## src/rtl/riscv_pkg.sv

```systemverilog
// Shared RISC-V decode types plus the load/store stage state and op-class helpers.
package riscv_pkg;

  typedef enum logic [4:0] {
    INST_ADD, INST_SUB, INST_SLL, INST_SLT, INST_SLTU, INST_XOR,
    INST_SRL, INST_SRA, INST_OR, INST_AND, INST_LUI, INST_AUIPC,
    INST_JAL, INST_JALR, INST_BRANCH,
    INST_LB, INST_LH, INST_LW, INST_LBU, INST_LHU,
    INST_SB, INST_SH, INST_SW
  } inst_type;

  typedef enum logic [1:0] {IDLE, REQ, WAIT, DONE} lsu_state_t;

  function automatic logic is_mem_op(input inst_type op);
    return op inside {INST_LB, INST_LH, INST_LW, INST_LBU, INST_LHU,
                      INST_SB, INST_SH, INST_SW};
  endfunction

  function automatic logic is_store(input inst_type op);
    return op inside {INST_SB, INST_SH, INST_SW};
  endfunction

endpackage

```

## src/rtl/lsu_load_align.sv

```systemverilog
// Picks the addressed byte/halfword out of a read word and sign/zero extends it.
module lsu_load_align
  import riscv_pkg::*;
(
  input  logic [31:0] i_rdata,
  input  logic [1:0]  i_offset,
  input  inst_type    i_op,
  output logic [31:0] o_result
);

  logic [7:0]  w_byte;
  logic [15:0] w_half;

  assign w_byte = i_rdata[{i_offset, 3'b000} +: 8];
  assign w_half = i_rdata[{i_offset[1], 4'b0000} +: 16];

  always_comb begin
    o_result = i_rdata;
    case (i_op)
      INST_LB:  o_result = {{24{w_byte[7]}}, w_byte};
      INST_LBU: o_result = {24'h000000, w_byte};
      INST_LH:  o_result = {{16{w_half[15]}}, w_half};
      INST_LHU: o_result = {16'h0000, w_half};
      default:  o_result = i_rdata;
    endcase
  end

endmodule

```

## src/rtl/lsu_stage.sv

```systemverilog
// Load/store stage: single-outstanding req/gnt/rvalid memory port, valid/ready writeback.
// Optional LSU_MISALIGN_TRAP_EN turns misaligned halfword/word accesses into wb_exc traps.
module lsu_stage
  import riscv_pkg::*;
#(
  parameter int XLEN = 32
) (
  input  logic            clk,
  input  logic            reset,
  input  logic            in_valid,
  output logic            in_ready,
  input  inst_type        in_op,
  input  logic [XLEN-1:0] in_result,
  input  logic [XLEN-1:0] in_rs2,
  input  logic [4:0]      in_rd,
  input  logic            in_rd_we,
  output logic            mem_req,
  input  logic            mem_gnt,
  output logic            mem_we,
  output logic [3:0]      mem_be,
  output logic [XLEN-1:0] mem_addr,
  output logic [XLEN-1:0] mem_wdata,
  input  logic            mem_rvalid,
  input  logic [XLEN-1:0] mem_rdata,
  output logic            wb_valid,
  input  logic            wb_ready,
  output logic [4:0]      wb_rd,
  output logic            wb_we,
  output logic [XLEN-1:0] wb_data,
  output logic            wb_exc
);

  lsu_state_t      r_state, w_next;
  inst_type        r_op;
  logic [XLEN-1:0] r_addr, r_rs2, r_wb_data;
  logic [4:0]      r_wb_rd;
  logic            r_rd_we, r_wb_we, r_wb_exc;
  logic            w_accept, w_misalign, w_mem_op;
  logic [3:0]      w_be;
  logic [XLEN-1:0] w_wdata, w_load;

  assign in_ready = (r_state == IDLE);
  assign w_accept = in_valid && in_ready;

`ifdef LSU_MISALIGN_TRAP_EN
  always_comb begin
    w_misalign = 1'b0;
    case (in_op)
      INST_LH, INST_LHU, INST_SH: w_misalign = in_result[0];
      INST_LW, INST_SW:           w_misalign = |in_result[1:0];
      default:                    w_misalign = 1'b0;
    endcase
  end
`else
  assign w_misalign = 1'b0;
`endif

  // A trapped access never touches memory, so it takes the pass-through path.
  assign w_mem_op = is_mem_op(in_op) && !w_misalign;

  always_ff @(posedge clk or posedge reset) begin
    if (reset) r_state <= IDLE;
    else       r_state <= w_next;
  end

  always_comb begin
    w_next = r_state;
    case (r_state)
      IDLE:    if (w_accept) w_next = w_mem_op ? REQ : DONE;
      REQ:     if (mem_gnt) w_next = WAIT;
      WAIT:    if (mem_rvalid) w_next = DONE;
      DONE:    if (wb_ready) w_next = IDLE;
      default: w_next = IDLE;
    endcase
  end

  always_ff @(posedge clk or posedge reset) begin
    if (reset) begin
      r_op      <= INST_ADD;
      r_addr    <= '0;
      r_rs2     <= '0;
      r_rd_we   <= 1'b0;
      r_wb_rd   <= '0;
      r_wb_we   <= 1'b0;
      r_wb_exc  <= 1'b0;
      r_wb_data <= '0;
    end else if (w_accept) begin
      r_op      <= in_op;
      r_addr    <= in_result;
      r_rs2     <= in_rs2;
      r_rd_we   <= in_rd_we;
      r_wb_rd   <= in_rd;
      r_wb_exc  <= w_misalign;
      r_wb_we   <= in_rd_we && !w_misalign;
      r_wb_data <= in_result;
    end else if (r_state == WAIT && mem_rvalid) begin
      r_wb_we   <= is_store(r_op) ? 1'b0 : r_rd_we;
      r_wb_data <= is_store(r_op) ? '0 : w_load;
    end
  end

  lsu_load_align u_align (
    .i_rdata  (mem_rdata),
    .i_offset (r_addr[1:0]),
    .i_op     (r_op),
    .o_result (w_load)
  );

  always_comb begin
    w_be    = 4'b0000;
    w_wdata = '0;
    if (r_state == REQ) begin
      case (r_op)
        INST_SB: begin
          w_be    = 4'b0001 << r_addr[1:0];
          w_wdata = {4{r_rs2[7:0]}};
        end
        INST_SH: begin
          w_be    = 4'b0011 << {r_addr[1], 1'b0};
          w_wdata = {2{r_rs2[15:0]}};
        end
        INST_SW: begin
          w_be    = 4'b1111;
          w_wdata = r_rs2;
        end
        default: w_be = 4'b1111;
      endcase
    end
  end

  assign mem_req   = (r_state == REQ);
  assign mem_we    = mem_req && is_store(r_op);
  assign mem_addr  = mem_req ? {r_addr[XLEN-1:2], 2'b00} : '0;
  assign mem_be    = w_be;
  assign mem_wdata = w_wdata;

  assign wb_valid = (r_state == DONE);
  assign wb_rd    = r_wb_rd;
  assign wb_we    = r_wb_we;
  assign wb_data  = r_wb_data;
  assign wb_exc   = r_wb_exc;

endmodule

```

## config.mk

```make
export PLATFORM = sky130hd
export DESIGN_NAME = lsu_stage
export DESIGN_NICKNAME = d
export VERILOG_FILES = /design/src/rtl/riscv_pkg.sv /design/src/rtl/lsu_load_align.sv /design/src/rtl/lsu_stage.sv
export SDC_FILE = /design/constraint.sdc
export NUM_CORES = 1
export LEC_CHECK = 0
export ABC_AREA = 1
export BUFFER_PORTS_ARGS = -buffer_cell sky130_fd_sc_hd__buf_2
export CELL_PAD_IN_SITES_DETAIL_PLACEMENT = 0
export CELL_PAD_IN_SITES_GLOBAL_PLACEMENT = 2
export CORE_MARGIN = 1
export CORE_UTILIZATION = 28
export DETAILED_ROUTE_END_ITERATION = 12
export PLACE_DENSITY_LB_ADDON = 0.1
export SYNTH_ARGS = -nofsm -noshare
export SYNTH_HDL_FRONTEND = slang
export SYNTH_SLANG_ARGS = --single-unit
```

## constraint.sdc

```tcl
create_clock -name clk -period 6.1 [get_ports clk]
set_clock_uncertainty 0.1 [all_clocks]
set_input_delay 0.915 -clock clk [delete_from_list [all_inputs] [get_ports clk]]
set_output_delay 0.915 -clock clk [all_outputs]
set_load 0.01 [all_outputs]
```

==> metrics.txt <==
mux cell area share after synthesis=0; syn avg cell area=6.787 um2; Core Area=0.02129 mm2; Worst Setup SP=r_state[1]; worst flop-to-flop path startpoint=r_state[0]; GP Congestion=roughly 0.82; synthesis-to-finish area growth=25.26%; DRT iter0 DRCs=214; GRT Total Usage=0.1898; final hold violation count=0; initial antenna violation count=2; # IOs=between 200 and 250; Clk pin slew, worst setup/hold paths=0.07 ns; largest net degree at the start of global routing=69; PnR worst setup slack=between 1.5 and 2 ns; critical path data arrival time=between 3 and 4 ns; layout cell share with drive strength beyond 1=0.2378; final setup vio count=0; post-synthesis simple-gate area fraction=0.3438; Post-Synthesis Cells=~910; wire per inst=approximately 15 um; chip width=150.4 um; Logic pwr share=0.464; Residual DRC=0; first-pass GRT wire length=roughly 32000 um; Longest Clk Path Bufs=2; Max Cap Violations=0; main combinational cell family by area after synthesis=simple AND/OR/NAND/NOR gates; TNS Setup=0 ns; Synth Area in Adders=0.008122; worst hold slack=roughly 0.38 ns; EDFF count, synth=0; 1st-pass router iterations=4; Nets=1218; Hold/Removal Path Class=reg -> reg; Place WS=between 1.5 and 2 ns; Synth Area in XOR/XNOR=0; crit end category=primary output; DP HPWL=between 15000 and 20000 um; Switch Pwr=roughly 1.6 mW; Clock Latency Late Sink=between 0.3 and 0.4 ns; post-CTS setup repair buffer count=0; Yosys reg bits=110; Peak supply drop=around 0.17 mV; final wirelength=approximately 21000 um; main flop type after synthesis=dfrtp_1; Sequential Power Share=0.371; Final Cycle Share=0.7170; Power Density=~460 mW/mm2; Setup crit end=mem_wdata[16]; crit path launch type=flop; unrepaired setup endpoints after global routing=no; hold-fix buffers at CTS=0; die area=0.02261 mm2; CTS tree=done; ys async rst share=1.000; Setup CP Type=reg -> out; Int Power=1.957 mW; Leak Pwr=4.741 nW; # rows=53; WP data required=5.08 ns; Num CTS Buffers=9; sw frac=0.4512; FF-to-FF End=wb_data[8]; register area share after synthesis=0.4467; max frequency=0.2286 GHz; Period minus WS final=~4.4 ns; initial cell density of the core=0.2895; H-tree levels=3; Chip Height=~150 um; synthesized cell area=0.006162 mm2; post-synthesis compound-gate area fraction=0.09482; Via-to-Cell Ratio=4.376; Slew Viols, Final=0; status=finished clean; Antenna Violating Nets Remaining=0; CTS root buffer=clkbuf_16; vias in the first global route=about 5900; Clock power frac=0.165; Final Core Density=0.3626; cell depth of the worst flop-to-flop path=8; worst reg2reg setup slack=approximately 3.1 ns; PortBufs=220; Synth warnings=0; post-cts sizing count=0; Synth cell types=25; remaining global-route overflow=0; Least-Margin Pin Slew=roughly 1.1 ns; slew margin rel.=0.2674; Max Fanout on Critical Path=35; vias=between 6000 and 7000; CTS Sinks=110
==> power by group through the flow <==
stage / combinational, mW / clock [mW] / sequential, mW
2_1_floorplan: 1.13 / 0 / 1.32
3_3_place_gp: 1.68 / 0 / 1.34
3_5_place_dp: 1.69 / 0 / 1.33
4_1_cts: 1.70 / 0.608 / 1.33
5_1_grt: 1.91 / 0.642 / 1.37
6_report: 1.65 / 0.590 / 1.32
==> cells in the final DEF (no fill, tap or decap), types with 7 or more instances in the layout <==
cell / n
nor2_1: 26
dfrtp_1: 110
o22ai_1: 7
nand2_1: 470
a31oi_1: 9
o21bai_2: 7
o21ai_0: 35
inv_1: 111
a21oi_1: 16
clkbuf_16: 9
nand3_1: 32
buf_2: 220
o21bai_1: 17
==> cells by family after synthesis <==
logic type / after synthesis
AND/OR/NAND/NOR: 539
buffers and inverters: 160
AO/OA/AOI/OAI: 94
other: 1
adder cells (fa/ha/maj): 4
flip-flops: 110
==> per-stage QoR <==
stage          cell area, um2  std cells  total power [mW]
2_1_floorplan            6170        910             2.453
3_3_place_gp             7435       1365             3.023
3_5_place_dp             7435       1365             3.028
4_1_cts                  7716       1381             3.630
5_1_grt                  7716       1381             3.918
6_report                 7719       1382             3.567
==> per-layer routing <==
metal	track usage	up-vias	wire, um
li1	-	3127	-
met1	0.2517	2736	9768
met2	0.3078	167	9765
met3	0.04182	15	1212
met4	0.05556	2	286
met5	0	-	13
==> worst min path at each step <==
stage	cells past startpoint	start	slack [ns]	end
2_1_floorplan	2	r_rs2[24]	0.35	r_rs2[24]
3_3_place_gp	2	wb_rd[2]	0.36	wb_rd[2]
3_5_place_dp	2	r_addr[10]	0.37	r_addr[10]
4_1_cts	2	wb_rd[2]	0.39	wb_rd[2]
5_1_grt	2	r_addr[12]	0.40	r_addr[12]
6_report	2	wb_rd[2]	0.38	wb_rd[2]
==> synth_stat cells, types with 2 or more instances <==
library cell | n | area share
buf_6 | 2 | 0.0037
ha_1 | 4 | 0.0081
nand2_2 | 2 | 0.0020
a31oi_1 | 9 | 0.0091
buf_2 | 12 | 0.0097
nor2_4 | 3 | 0.0055
inv_1 | 113 | 0.069
inv_2 | 3 | 0.0018
nand2_1 | 471 | 0.29
o21ai_0 | 35 | 0.028
o21bai_2 | 7 | 0.013
clkbuf_1 | 23 | 0.014
o22ai_1 | 7 | 0.0071
a211oi_1 | 2 | 0.0024
o21bai_1 | 17 | 0.021
dfrtp_1 | 110 | 0.45
nor2_1 | 26 | 0.016
a21oi_1 | 16 | 0.013
buf_4 | 6 | 0.0073
nand3_1 | 32 | 0.026
nand3_2 | 4 | 0.0065
==> layout make-up <==
type	count	area (um2)
diodes	1	2.502
clock buffers	10	229.0
clock inverters	6	52.55
fillers	2457	13570
inverters	116	437.9
multi-input cells	640	2769
flip-flops and latches	110	2753
well taps	275	344.1
repair buffers	224	1131
==> worst max-delay path: stages, from the launching register on <==
cell and delay, ns:
dfrtp_1 0.41, inv_1 0.09, ha_2 0.68, inv_1 0.53, nor2_1 0.65, nand2_1 0.26, o22ai_1 0.22, buf_2 0.16
==> state kept, by name, indices dropped and copies added, names as in the netlist <==
signal	count
wb_rd	5
wb_we	1
wb_data	32
r_rs2	32
r_rd_we	1
r_addr	32
r_state	2
r_op	5
(Power assumes the default switching activity.)
